$ cat config.mk
export PLATFORM = sky130hd
export DESIGN_NAME = pc_redirect_unit
export DESIGN_NICKNAME = d
export VERILOG_FILES = /design/src/rtl/pc_redirect_pkg.sv /design/src/rtl/pc_redirect_unit.sv
export SDC_FILE = /design/constraint.sdc
export NUM_CORES = 1
export LEC_CHECK = 0
export ABC_AREA = 1
export CAP_MARGIN = 25
export CELL_PAD_IN_SITES_DETAIL_PLACEMENT = 1
export CELL_PAD_IN_SITES_GLOBAL_PLACEMENT = 2
export CORE_UTILIZATION = 21
export CTS_BUF_LIST = sky130_fd_sc_hd__clkbuf_2
export DETAILED_ROUTE_END_ITERATION = 12
export MAX_ROUTING_LAYER = met4
export PLACE_DENSITY_LB_ADDON = 0.1
export SLEW_MARGIN = 20
export SYNTH_ARGS = -nofsm -noshare
export SYNTH_HDL_FRONTEND = slang
export SYNTH_SLANG_ARGS = --single-unit
$ cat constraint.sdc
create_clock -name clk -period 2 [get_ports clk]
set_clock_uncertainty 0.15 [all_clocks]
set_input_delay 0.4 -clock clk [delete_from_list [all_inputs] [get_ports clk]]
set_output_delay 0.4 -clock clk [all_outputs]
set_load 0.005 [all_outputs]
$ cat src/rtl/pc_redirect_pkg.sv
// Shared types and constants for the PC redirect unit.
package pc_redirect_pkg;

    typedef enum logic [0:0] {
        ST_IDLE    = 1'b0,
        ST_PENDING = 1'b1
    } redirect_state_e;

    localparam logic [1:0]  BRANCH_TAKEN     = 2'b11;
    localparam logic [31:0] DEFAULT_RESET_PC = 32'hBFC00000;

endpackage

$ cat src/rtl/pc_redirect_unit.sv
// Fetch-address generator with a fixed number of delay slots.
// Transfers are latched and applied after SLOTS further retired instructions.
module pc_redirect_unit
    import pc_redirect_pkg::*;
#(
    parameter int unsigned      WIDTH    = 32,
    parameter int unsigned      SLOTS    = 1,
    parameter logic [WIDTH-1:0] RESET_PC = WIDTH'(DEFAULT_RESET_PC)
) (
    input  logic             clk,
    input  logic             reset,
    input  logic             stall,
    input  logic             instr_valid,
    input  logic [WIDTH-1:0] pc,
    input  logic [1:0]       Branch,
    input  logic             Jump,
    input  logic             JR,
    input  logic [WIDTH-1:0] branch_address,
    input  logic [WIDTH-1:0] jump_address,
    input  logic [WIDTH-1:0] rs_content,
    input  logic             flush,
    input  logic [WIDTH-1:0] flush_pc,
    output logic [WIDTH-1:0] next_pc,
    output logic             in_delay_slot,
    output logic             redirect,
    output logic             slot_violation,
    output logic             target_misaligned
);

    localparam int unsigned CW = $clog2(SLOTS + 1);

    generate
        if (SLOTS < 1 || SLOTS > 4) begin : g_bad_slots
            $error("pc_redirect_unit: SLOTS must be in 1..4");
        end
    endgenerate

    redirect_state_e  state_q;
    logic [CW-1:0]    cnt_q;
    logic [WIDTH-1:0] target_q;
    logic [WIDTH-1:0] next_pc_q;
    logic             in_delay_slot_q;
    logic             redirect_q;
    logic             slot_violation_q;
    logic             target_misaligned_q;

    logic             advance_d;
    logic             transfer_d;
    logic [WIDTH-1:0] target_d;
    logic [WIDTH-1:0] pc_plus4_d;

    always_comb begin
        advance_d  = instr_valid && !stall;
        transfer_d = (Branch == BRANCH_TAKEN) || Jump || JR;
        pc_plus4_d = pc + WIDTH'(4);
        if (Branch == BRANCH_TAKEN) begin
            target_d = branch_address;
        end else if (Jump) begin
            target_d = jump_address;
        end else begin
            target_d = rs_content;
        end
    end

    always_ff @(posedge clk) begin
        if (reset) begin
            state_q             <= ST_IDLE;
            cnt_q               <= '0;
            target_q            <= '0;
            next_pc_q           <= RESET_PC;
            in_delay_slot_q     <= 1'b0;
            redirect_q          <= 1'b0;
            slot_violation_q    <= 1'b0;
            target_misaligned_q <= 1'b0;
        end else begin
            redirect_q          <= 1'b0;
            slot_violation_q    <= 1'b0;
            target_misaligned_q <= 1'b0;
            if (flush) begin
                // Exception redirect wins even while stalled and drops any pending target.
                next_pc_q       <= flush_pc;
                state_q         <= ST_IDLE;
                cnt_q           <= '0;
                in_delay_slot_q <= 1'b0;
                redirect_q      <= 1'b1;
            end else if (advance_d) begin
                case (state_q)
                    ST_IDLE: begin
                        next_pc_q <= pc_plus4_d;
                        if (transfer_d) begin
                            target_q            <= target_d;
                            cnt_q               <= CW'(SLOTS);
                            state_q             <= ST_PENDING;
                            in_delay_slot_q     <= 1'b1;
                            target_misaligned_q <= |target_d[1:0];
                        end
                    end
                    ST_PENDING: begin
                        // A transfer in a delay slot is flagged but still consumes the slot.
                        slot_violation_q <= transfer_d;
                        if (cnt_q > CW'(1)) begin
                            cnt_q     <= cnt_q - CW'(1);
                            next_pc_q <= pc_plus4_d;
                        end else begin
                            cnt_q           <= '0;
                            next_pc_q       <= target_q;
                            redirect_q      <= 1'b1;
                            state_q         <= ST_IDLE;
                            in_delay_slot_q <= 1'b0;
                        end
                    end
                    default: state_q <= ST_IDLE;
                endcase
            end
        end
    end

    assign next_pc           = next_pc_q;
    assign in_delay_slot     = in_delay_slot_q;
    assign redirect          = redirect_q;
    assign slot_violation    = slot_violation_q;
    assign target_misaligned = target_misaligned_q;

endmodule

Word-level counts from Yosys, hierarchy flattened:

Index checks and enable logic that the tools add are counted.
Widths: inputs -> output; s select.

* output and inout bits: 36
* bits in registers: 70
* logic and storage cells: 48
* input port bits: 169

* reductions and logical operators: 12
* equality and inequality tests: 3
* order comparisons: 1
* multiplexer cells: 18
* bitwise operators: 4
* add/sub/neg operators: 2

Operator list (number)
* $mux 32: 5
* $pmux 32 s2: 1
* $add 32x3->32 const B: 1
* $mux 1: 9
* $pmux 1 s2: 3
* $reduce_or 5->1: 1
* $ne 2x2->1 const B: 2
* $not 1->1: 4
* $reduce_and 4->1: 1
* $reduce_or 2->1: 2
* $reduce_or 4->1: 1
* $reduce_and 3->1: 1
* $eq 2x2->1 const B: 1
* $logic_or 1x1->1: 2
* $reduce_and 2->1: 1
* $reduce_bool 2->1: 1
* $gt 1x1->1 const B: 1
* $logic_and 1x1->1: 1
* $logic_not 1->1: 1
* $sub 1x1->1 const B: 1

Depth between registers and ports, before layout:

Gate-level depths: netlist of the first run.

* depth after elaboration: 5
* mapped depth: 11
* depth with buffers taken out: 11

Least setup slack after synthesis of the first run:

OpenSTA, ideal clock, no wires.

* kind: input to register
* start: in pc[2]
* end: reg next_pc_q[22] (netlist: next_pc[22])
* data arrival time: 1.396 ns
* path slack: 0.331 ns
* setup time: 0.122 ns
* cell stages on the path: 10
* buffers on the path: 0
* required time: 1.728 ns
* path through: ha_1 nand2_1 nor2_1 nand3_1 nor2_2 nand2_1 nand2_1 nand2_1 o21ai_1 nand3_1

* longest elaborated chain between the ends: 5

RTL lines
* from (decl): RTL line pc_redirect_unit.sv:14 `input logic [WIDTH-1:0] pc,`
* $add 32x3->32 (*): RTL line pc_redirect_unit.sv:55 `pc_plus4_d = pc + WIDTH'(4);`
* $mux 32: RTL line pc_redirect_unit.sv:101 `if (cnt_q > CW'(1)) begin`
* $pmux 32 s2 (*): RTL line pc_redirect_unit.sv:87 `case (state_q)`
* $mux 32 (*): RTL line pc_redirect_unit.sv:86 `end else if (advance_d) begin`
* $mux 32 (*): RTL line pc_redirect_unit.sv:79 `if (flush) begin`
* to (signal assigned): RTL line pc_redirect_unit.sv:81 `next_pc_q <= flush_pc;`
* to (signal assigned): RTL line pc_redirect_unit.sv:89 `next_pc_q <= pc_plus4_d;`
* to (signal assigned): RTL line pc_redirect_unit.sv:103 `next_pc_q <= pc_plus4_d;`
* to (decl): RTL line pc_redirect_unit.sv:41 `logic [WIDTH-1:0] next_pc_q;`

Mark *: on every way between the ends. The rest lies on a longest branch, timed or not. The select of a mux whose other input is x is not followed.
A chain may end at the register's enable or synchronous reset.

Worst setup path after layout of the first run:

* start: in pc[2]
* end: reg next_pc_q[12] (netlist: next_pc[12])

The elaborated chain is that of the path after synthesis.

==> results.ini, run 1 <==
[worst_setup_path]
reg2reg_from = state_q$_SDFFE_PP0N_
path_class = in -> reg
worstPathCellList = clkdlybuf4s50_1 -> ha_1 -> nand2_1 -> nor2_1 -> nand2_1 -> nor2_1 -> xor2_1 -> o21ai_0 -> a21oi_1
slowest_stage = clkdlybuf4s50_1
cp_max_fo = 5
crit_family = simple AND/OR/NAND/NOR gates
slowest_delay_ns = 0.48
regToRegEndpoint = next_pc[2]$_SDFFE_PP0P_
ff2ff_path_depth = 6
required_ns = 2.33
cp.buffers_inverters = 1
r2r_setup_slack_ns = 0.31
critPathArrivalTime_ns = 2.17
cp-end-kind = flop
start_kind = input port

[global_route]
antenna_found_initial = 2
grt_pass1_vias = 6073
grt_util_all_layers = 0.200
grt_pass1_wl_um = 32300
grt_max_degree = 41
grt-ovfl-total = 0

[timing]
relSlewSlack = 0.727
fin_ws_ns = 0.151
hold_viol = 0
fin_crit_ns = 1.85
finalCritPeriodShare = 0.925
slew_viol_final = 0
setup_tns_ns = 0
rsz0062_at_grt = false
tightest_slew_ns = 0.410
finalSetupViolCount = 0
fmax_ghz = 0.541

[logic_synthesis]
synthMuxAreaShare = 0
synthesis.nets = 867
syn_area_per_cell_um2 = 6.32
synth-simple-area-share = 0.320
synth_compound_area_frac = 0.246
synth_cells = 697
synth-main-ff-cell = dfxtp_1
synth_cell_types = 38
synth_edf_count = 0
synth_top_cell_area_share = 0.314
synth_top_family_by_area = simple AND/OR/NAND/NOR gates
synthAdderAreaFrac = 0.00284
synth_xor_area_frac = 0.0179
synthTopCellsByCount = 183 x nand2_1, 80 x a21oi_1, 79 x nor2_1
yosys.area.top_type = dfxtp_1
yosys_register_bits = 69
ys_seq_area_frac = 0.314
async_flop_share = 0
synth_top_cells_by_area = dfxtp_1 31%, nand2_1 16%, a21oi_1 9.1%
yosys_warnings = 0
netlist_area_mm2 = 0.00440
synth_most_common_cell = nand2_1

[run]
cap_violations = 0

[worst_hold_path]
hp-class = in -> reg
min-delay-start = flush_pc[4]
min_delay_path_depth = 3
min_to = next_pc[4]$_SDFFE_PP0P_

[cells_and_area]
final_net_count = 1145
area_growth_pct = 72.5
nFillCells = 2575
instances_no_fill = 1252
drive_gt1_frac = 0.179

[power_and_ir_drop]
peakVddDrop_mv = 0.224
power_density_mw_per_mm2 = 477
leakage_nw = 3.25
total_power_mw = 3.63

[clock_tree]
cts_made_buffers = 9
clk_pin_slew_worst_paths_ns = 0.22
root_buffer = clkbuf_2
numClockSinks = 69
tritoncts = yes
h-tree-depth = 3
clockBufferDepth = 2
holdBufCountCts = 0
clkLatencyLatePin_ns = 0.55

[floorplan]
coreArea_mm2 = 0.0204
row_count = 52
num_io_pins = 205
die_w_um = 147
die_area_mm2 = 0.0216
start_util = 0.216
dieHeight_um = 147

[drt]
num_vias = 5650
drtPass1Iterations = 4
ant_nets = 0
vias_per_cell = 4.51
drc = 0
drt_iter0_markers = 217
wire_per_inst_um = 16.5
drt-total-wl_um = 20700

[placement]
dp_hpwl_um = 17400
port_buffers = 204
pre_cts_slack_ns = -0.366
gp_congestion = 0.862
dpl.cell_count = 1231

[outcome]
status = complete, no violations

==> area by class of cell <==
class                      instances  area [um2]  share of cell area
antenna                            2        5.00            0.000659
clock buffer                       9        45.0             0.00593
clock inverter                     7        90.1              0.0119
inverter                          60         225              0.0296
multi-input combinational        527        2590               0.341
sequential                        69        1430               0.188
tap                              270         338              0.0445
timing repair buffer             308        2880               0.379
==> layout by cell type (no fill, tap or decap), types with 4 or more instances in the layout <==
| cell | synthesis | layout |
|---|---|---|
| nand2_1 | 183 | 182 |
| clkdlybuf4s50_1 | 0 | 168 |
| buf_4 | 3 | 96 |
| a21oi_1 | 80 | 80 |
| nor2_1 | 79 | 78 |
| inv_1 | 56 | 56 |
| o21ai_0 | 49 | 49 |
| a31oi_1 | 36 | 36 |
| dlygate4sd2_1 | 0 | 36 |
| dfxtp_2 | 0 | 35 |
| dfxtp_1 | 69 | 34 |
| nand3_1 | 29 | 29 |
| clkbuf_2 | 1 | 9 |
| buf_12 | 0 | 8 |
| a22o_1 | 7 | 7 |
| nor2_2 | 5 | 6 |
| nor3_1 | 6 | 6 |
| nand3b_1 | 6 | 6 |
| xnor2_1 | 5 | 5 |
| nand3_2 | 4 | 4 |
| xor2_1 | 4 | 4 |
| o211ai_1 | 4 | 4 |
| or2_0 | 4 | 4 |
| a221o_1 | 4 | 4 |
| nand4_1 | 4 | 4 |
==> sequential cells by signal, indices dropped and copies added (netlist names) <==
register,count
target_misaligned,1
state_q,1
target_q,32
redirect,1
slot_violation,1
next_pc,32
cnt_q,1
==> what timing repair did <==
action                                  in CTS  in global routing
gates resized for setup                     70                  1
buffers inserted                             3                  0
endpoints found under the hold margin        0                  0
endpoints found under the setup margin      36                  1
==> worst max path at each step <==
stage / from / to / depth (start not counted)
2_1_floorplan: pc[2] / next_pc[22]$_SDFFE_PP1P_ / 10
5_1_grt: pc[9] / next_pc[12]$_SDFFE_PP0P_ / 8
4_1_cts: state_q$_SDFFE_PP0N_ / next_pc[2]$_SDFFE_PP0P_ / 6
3_5_place_dp: pc[2] / next_pc[12]$_SDFFE_PP0P_ / 9
6_report: pc[2] / next_pc[12]$_SDFFE_PP0P_ / 9
3_3_place_gp: pc[2] / next_pc[22]$_SDFFE_PP1P_ / 11
==> where the power goes <==
part	leakage (nW)	internal (mW)	switching [mW]
sequential	0.575	1.47	0.0474
combinational	2.59	0.633	0.504
clock	0.0809	0.408	0.562
==> worst min-delay path, cell delays in order <==
cell and delay (ns):
clkdlybuf4s50_1 0.40, nand2_1 0.07, a31oi_1 0.07
==> metal layers <==
layer	vias to the layer above	global-route usage	share of wire
met5	-	-	0
met4	0	0.0563	0.012
met3	13	0.0211	0.041
met2	141	0.326	0.47
met1	2621	0.261	0.48
li1	2875	-	-
==> kinds of logic (layout without fill, tap and decap cells) <==
group | Yosys count | count (layout)
fa+ha+maj | 1 | 1
flops | 69 | 69
other cells | 0 | 2
buf+inv | 101 | 384
simple gates | 326 | 326
compound gates | 191 | 191
xor+xnor | 9 | 9
==> per-stage QoR <==
step | hold slack [ns] | area (um2) | util
global placement | 0.302 | 7440 | 0.365
CTS | 0.178 | 7590 | 0.373
floorplan | 0.280 | 4400 | -
detailed placement | 0.305 | 7440 | 0.365
global route | 0.215 | 7600 | 0.373
finish | 0.245 | 7600 | 0.373
No activity file was read; power rests on OpenSTA's default activity.
==> run 2: changes to the inputs <==
Settings changed: ABC_AREA 1 to 0, CORE_UTILIZATION 21 to 22.
==> run 2 against run 1 <==
Compared with the run above:
- sequential share of layout area grew 1.2 points
- die area shrank 9.0%
- clock power down 15%
- via count down 10%
- hold slack got worse by 0.11 ns
- total power shrank 7.9%
- first-iteration DRC count decreased by 24%
- sequential power about the same
- highest routed layer unchanged
==> results.ini, run 2 <==
[outcome]
status = complete, no violations

[cells_and_area]
fin_util = 0.382  ; +0.00888
layout_common_cells = 165 x clkdlybuf4s50_1, 93 x nor2_1, 78 x buf_4, 70 x a21oi_1, 50 x a211oi_1
multi_input_area_mm2 = 0.00260  ; +0.39%
drive_gt1_frac = 0.185  ; +0.00670
area_growth_pct = 70.4
design_area_mm2 = 0.00714  ; -6.0%
register_area_mm2 = 0.00142  ; about the same
final_net_count = 980  ; -14%
instances_no_fill = 1050  ; -16%
nFillCells = 2267  ; -12%
mostFrequentLayoutCell = clkdlybuf4s50_1

[timing]
hold_viol = 0  ; unchanged
fin_crit_ns = 1.97  ; +0.117 ns
finalCritPeriodShare = 0.983  ; +0.0585
slew_viol_final = 0  ; unchanged
fmax_ghz = 0.509  ; -6.0%
relSlewSlack = 0.710  ; -0.0175
fin_ws_ns = 0.0338  ; -0.117 ns
tightest_slew_ns = 0.436  ; +0.0262 ns
finalSetupViolCount = 0  ; unchanged

[worst_setup_path]
worstPathCellList = clkdlybuf4s50_1 -> nand3_2 -> buf_4 -> nor4_2 -> buf_4 -> nand3_1 -> xnor2_1 -> a211oi_1
crit_path_frequent_cell = buf_4
critPathArrivalTime_ns = 2.28  ; +0.11 ns
path_class = in -> reg
cp_max_fo = 7  ; +2
cp.buffers_inverters = 3  ; +2
required_ns = 2.31  ; -0.02 ns
slowest_stage = clkdlybuf4s50_1
crit_family = buffers and inverters
slowest_delay_ns = 0.49  ; about the same
cp-end-kind = flop
start_kind = input port

[drt]
drtPass1Iterations = 4  ; unchanged
ant_nets = 0  ; unchanged
wire_per_inst_um = 17.2  ; +3.7%
drt_iter0_markers = 166  ; -24%
vias_per_cell = 4.84  ; +7.3%
drt-total-wl_um = 18000  ; -13%
num_vias = 5086  ; -10%
drc = 0  ; unchanged

[placement]
gp_congestion = 0.860  ; -0.24%
dpl.cell_count = 1025  ; -17%
pre_cts_slack_ns = -0.627  ; -0.261 ns
placed_area_mm2 = 0.00696  ; -6.4%
dp_hpwl_um = 14300  ; -18%
port_buffers = 204  ; unchanged

[logic_synthesis]
synth_edf_count = 0  ; unchanged
yosys.area.top_type = dfxtp_1
synth-main-ff-cell = dfxtp_1
yosys_register_bits = 69  ; unchanged
synthTopCellsByCount = 93 x nor2_1, 70 x a21oi_1, 69 x dfxtp_1
ys_seq_area_frac = 0.330  ; +0.0158
netlist_area_mm2 = 0.00419  ; -4.8%
yosys_warnings = 0  ; unchanged
synth_most_common_cell = nor2_1
synth_top_cell_area_share = 0.330  ; +0.0158
synthesis.nets = 731  ; -16%
synth_top_cells_by_area = dfxtp_1 33%, a211oi_1 9.1%, mux2i_1 8.8%
synth_cell_types = 40  ; +5.3%
syn_area_per_cell_um2 = 7.47  ; +18%
synth_cells = 561  ; -20%
async_flop_share = 0  ; unchanged

[floorplan]
dieHeight_um = 140  ; -4.6%
die_w_um = 140  ; -4.6%
num_io_pins = 205  ; unchanged
coreArea_mm2 = 0.0187  ; -8.1%
die_area_mm2 = 0.0196  ; -9.0%
row_count = 50  ; -3.8%
start_util = 0.224  ; +0.00787

[clock_tree]
clk_pin_slew_worst_paths_ns = 0.20  ; -0.02 ns
tritoncts = yes
numClockSinks = 69  ; unchanged
clockBufferDepth = 2  ; unchanged
h-tree-depth = 3  ; unchanged
root_buffer = clkbuf_2
cts_made_buffers = 9  ; unchanged
clkLatencyLatePin_ns = 0.54  ; about the same

[power_and_ir_drop]
power_density_mw_per_mm2 = 467  ; -2.1%
internal_power_mw = 2.33  ; -7.2%
netSwitchingFraction = 0.302  ; -0.00552
comb_power_share = 0.302  ; -0.012
peakVddDrop_mv = 0.220  ; -1.9%
clockPowerShare = 0.248  ; -0.019
p_switching_mw = 1.01  ; -9.6%
seq_power_share = 0.450  ; +0.031
leakage_nw = 2.89  ; -11%

[global_route]
antenna_found_initial = 1  ; -1
grt_pass1_wl_um = 28200  ; -13%
grt_util_all_layers = 0.192  ; -0.00821
grt-ovfl-total = 0  ; unchanged
grt_pass1_vias = 5416  ; -11%
grt_max_degree = 43  ; +4.9%

[worst_hold_path]
hp-class = in -> reg

[run]
cap_violations = 0  ; unchanged

==> run 2: worst paths after layout <==
| check | start | to | slack (ns) | depth (start not counted) |
|---|---|---|---|---|
| worst max-delay path | pc[7] | next_pc[30]$_SDFFE_PP0P_ | 0.03 | 8 |
| worst min-delay path | reset | next_pc[20]$_SDFFE_PP0P_ | 0.14 | 2 |
| worst max register to register | state_q$_SDFFE_PP0N_ | target_q[24]$_SDFFE_PP0P_ | 0.16 | 6 |
| worst min register to register | target_q[9]$_SDFFE_PP0P_ | target_q[9]$_SDFFE_PP0P_ | 0.37 | 2 |
==> run 2: metal layers <==
| metal | track usage | share of wire | vias up |
|---|---|---|---|
| met5 | - | 0 | - |
| met4 | 0.0393 | 0.013 | 0 |
| met3 | 0.0421 | 0.042 | 16 |
| met2 | 0.362 | 0.55 | 131 |
| met1 | 0.203 | 0.40 | 2423 |
| li1 | - | - | 2516 |
==> run 2: power groups by stage <==
stage          logic [mW]  registers [mW]  clock network (mW)
5_1_grt              1.10            1.52               0.940
3_5_place_dp         1.03            1.53                   0
6_report             1.01            1.50               0.829
2_1_floorplan       0.361            1.52                   0
3_3_place_gp         1.01            1.53                   0
4_1_cts              1.02            1.51               0.881
==> run 2: cell families (layout without fill, tap and decap cells) <==
kind of cell / after synthesis / count (layout) / share of synthesized area
flip-flops: 69 / 69 / 0.330
AO/OA/AOI/OAI: 154 / 154 / 0.230
adder cells (fa/ha/maj): 1 / 1 / 0.00298
multiplexers: 39 / 39 / 0.0937
buffers and inverters: 61 / 315 / 0.0564
other: 0 / 1 / 0
AND/OR/NAND/NOR: 211 / 211 / 0.233
XOR/XNOR: 26 / 26 / 0.0543
==> run 2: layout make-up <==
cell class,count,area share
Clock inverter,7,0.00928
Tap cell,234,0.0410
Multi-Input combinational cell,431,0.364
Sequential cell,69,0.199
Inverter,12,0.00630
Clock buffer,9,0.00630
Timing Repair Buffer,287,0.373
Antenna cell,1,0.000350
==> run 2: metrics by stage <==
step                      power, mW  setup TNS (ns)  hold slack, ns
after floorplan                1.88         -0.0250           0.299
after global placement         2.54          -14.89           0.317
after detailed placement       2.56          -17.56           0.327
after CTS                      3.41               0          0.0632
after global routing           3.55         -0.0134          0.0735
final                          3.34               0           0.137
==> run 2: timing repair <==
| action | in CTS | in global routing |
|---|---|---|
| hold buffers | 0 | 0 |
| gates resized for setup | 70 | 2 |
| setup buffers | 8 | 0 |
| pin swaps | 0 | 0 |
| endpoints found under the setup margin | 36 | 4 |
==> RTL edit, RTL diff (settings of run 2) <==
Make the reset (`reset`) asynchronous in one clocked block.
--- a/src/rtl/pc_redirect_unit.sv
+++ b/src/rtl/pc_redirect_unit.sv
@@ -62,7 +62,7 @@
         end
     end
 
-    always_ff @(posedge clk) begin
+    always_ff @(posedge clk or posedge reset) begin
         if (reset) begin
             state_q             <= ST_IDLE;
             cnt_q               <= '0;
Behaviour: differs if reset is asserted again (counterexample within 4 cycles, from zero or initial values and one cycle with reset high); with reset held inactive, the same outputs for 4 cycles.
==> RTL edit against run 2 <==
  * Area after synthesis increased by 2.6%
  * Sequential power increased by 21%
  * Cell count increased by 0.29%
  * Count of clock-buffer cells in the layout increased by 1
  * Setup slack improved by 0.053 ns
  * Largest power group unchanged
  * Critical path depth unchanged
  * Total power increased by 23%
  * Design area increased by 2.2%
  * Routed wire length decreased by 3.5%
  * Core utilization increased by 0.34 points
  * Sequential cell count unchanged
  * First-iteration DRC count increased by 36%
  * Clock power increased by 34%
==> RTL edit: results (changes against run 2) <==
Parameter                              Value

Status
  Status ... finished, final reports clean

Synth
  Number of instances in the synthesized netlist ... 536 (-4.5%)
  Mux cell area share after synthesis ... 0.0864 (-0.00729)
  Post-synthesis compound-gate area fraction ... 0.190 (-0.0395)
  Count of unique library cells instantiated by Yosys ... 41 (+2.5%)
  Fraction of registers with async set or reset after synthesis ... 1.00 (+1.00)
  Commonest cells post-synth ... sky130_fd_sc_hd__nand2_1, sky130_fd_sc_hd__o21ai_0, sky130_fd_sc_hd__dfrtp_1
  Post-synthesis sequential area ratio ... 0.404 (+0.0747)
  Synthesized-area fraction occupied by adder cells ... 0.00291 (-0.0000747)
  Post-synthesis xor/xnor area fraction ... 0.0570 (+0.00271)
  Cells taking the most area after synthesis ... sky130_fd_sc_hd__dfrtp_1, sky130_fd_sc_hd__o21ai_0, sky130_fd_sc_hd__nand2_1
  Predominant post-synthesis flop cell ... sky130_fd_sc_hd__dfrtp_1
  Number of nets in the synthesized netlist ... 706 (-3.4%)

Route
  Wire per inst ... 16.5 um (-3.8%)
  Met2 WL post-DR ... 7.47 mm (-24%)
  Highest metal layer used by the detailed router ... met4
  DR pass1 iterations ... 4 (unchanged)
  Count of routing violations after the opening detailed-route iteration ... 225 (+36%)
  Length of routed wiring on met1 ... 8.75 mm (+22%)
  Detailed-route vias per instance ... 4.48 (-7.5%)
  Total number of vias ... 4720 (-7.2%)
  Met3 Wirelength ... 913 um (+21%)

Layout
  Total number of nets in the final design ... 957 (-2.3%)
  Share of post-route cells with drive strength above 1 ... 0.148 (-0.0375)
  Total of fill cells in the finished design ... 2303 (+1.6%)

Global routing
  Met2 track utilization from global routing ... 0.270 (-0.0922)
  Largest net degree at the start of global routing ... 70 (+63%)
  Via count of the first global-routing pass ... 4929 (-9.0%)
  Overall routing resource usage ... 0.183 (-0.00876)
  M3 GR Usage ... 0.0267 (-0.0154)
  Met1 demand-to-capacity share in global routing ... 0.256 (+0.0532)
  Antenna violations before repair ... 1 (unchanged)
  Wire length of the first global-routing pass ... 27.3 mm (-3.1%)

CTS
  Number of gates resized after CTS ... 36 (-49%)
  Worst-path clk slew ... 0.21 ns
  Source-to-sink clock delay at the later pin of the worst-skew pair ... 0.55 ns
  Buffers inserted by post-CTS timing repair ... 6 (-2)
  Clock Tree Root ... sky130_fd_sc_hd__clkbuf_2

Worst setup path
  Maximum cell stage delay along the critical path ... 0.54 ns (+0.05 ns)
  CP delay by family, top ... buffers and inverters
  Worst-path maximum fanout ... 4 (-3)
  Data arrival time of the critical path ... 2.23 ns (-0.05 ns)

Timing
  Actual transition at the worst max-transition pin ... 0.425 ns (-0.0103 ns)

Power
  Worst IR Drop VDD ... 0.225 mV (+2.4%)
  Pleak ... 3.12 nW (+8.1%)

Placement
  Final weighted congestion in routability-driven placement ... 0.788 (-8.3%)
  DP Cell Count ... 1029 (+0.39%)
  Final HPWL DP ... 14.2 mm (-1.0%)
  Post-placement worst setup slack ... -0.497 ns (+0.130 ns)
  Area after DPL ... 7130 um^2 (+2.5%)

Hold path
  Kind of path behind the tightest hold check ... input pin to asynchronous set/reset pin
[RTL edit: changes by cell type after synthesis, moves of 12 or more]
cell,before,now
sky130_fd_sc_hd__o21ai_0,13,91
sky130_fd_sc_hd__nor2_1,93,21
sky130_fd_sc_hd__nand2_1,38,109
sky130_fd_sc_hd__dfxtp_1,69,0
sky130_fd_sc_hd__dfrtp_1,0,60
sky130_fd_sc_hd__a211oi_1,51,4
sky130_fd_sc_hd__a21oi_1,70,46
sky130_fd_sc_hd__clkbuf_1,46,30
sky130_fd_sc_hd__a221oi_1,12,0
[RTL edit: power breakdown]
| group | internal [mW] | switching, mW | total [mW] |
|---|---|---|---|
| registers | 1.64 | 0.185 | 1.82 |
| clock network | 0.543 | 0.564 | 1.11 |
| logic | 0.677 | 0.515 | 1.19 |
[RTL edit: final cells by class]
cell class | instances | area [um^2] | share of cell area
Timing Repair Buffer | 278 | 2650 | 0.363
Multi-Input combinational cell | 420 | 2390 | 0.327
Sequential cell | 69 | 1740 | 0.238
Tap cell | 260 | 325 | 0.0445
Clock inverter | 6 | 111 | 0.0152
Clock buffer | 10 | 50.0 | 0.00685
Inverter | 9 | 37.5 | 0.00514
Antenna cell | 1 | 2.50 | 0.000343
[RTL edit: final timing paths]
path / start / end / slack [ns] / depth (start not counted)
worst max-delay path: pc[2] / next_pc[28]$_DFFE_PP1P_ / 0.09 / 8
worst min-delay path: reset / next_pc[4]$_DFFE_PP0P_ / 0.10 / 3
worst max register to register: state_q$_DFFE_PP0P_ / next_pc[19]$_DFFE_PP0P_ / 0.34 / 4
worst min register to register: target_q[12]$_DFFE_PP0P_ / target_q[12]$_DFFE_PP0P_ / 0.36 / 2
max in group asynchronous: reset / state_q$_DFFE_PP0P_ / 1.21 / 3
min in group clk: flush / slot_violation$_DFF_PP0_ / 0.23 / 3
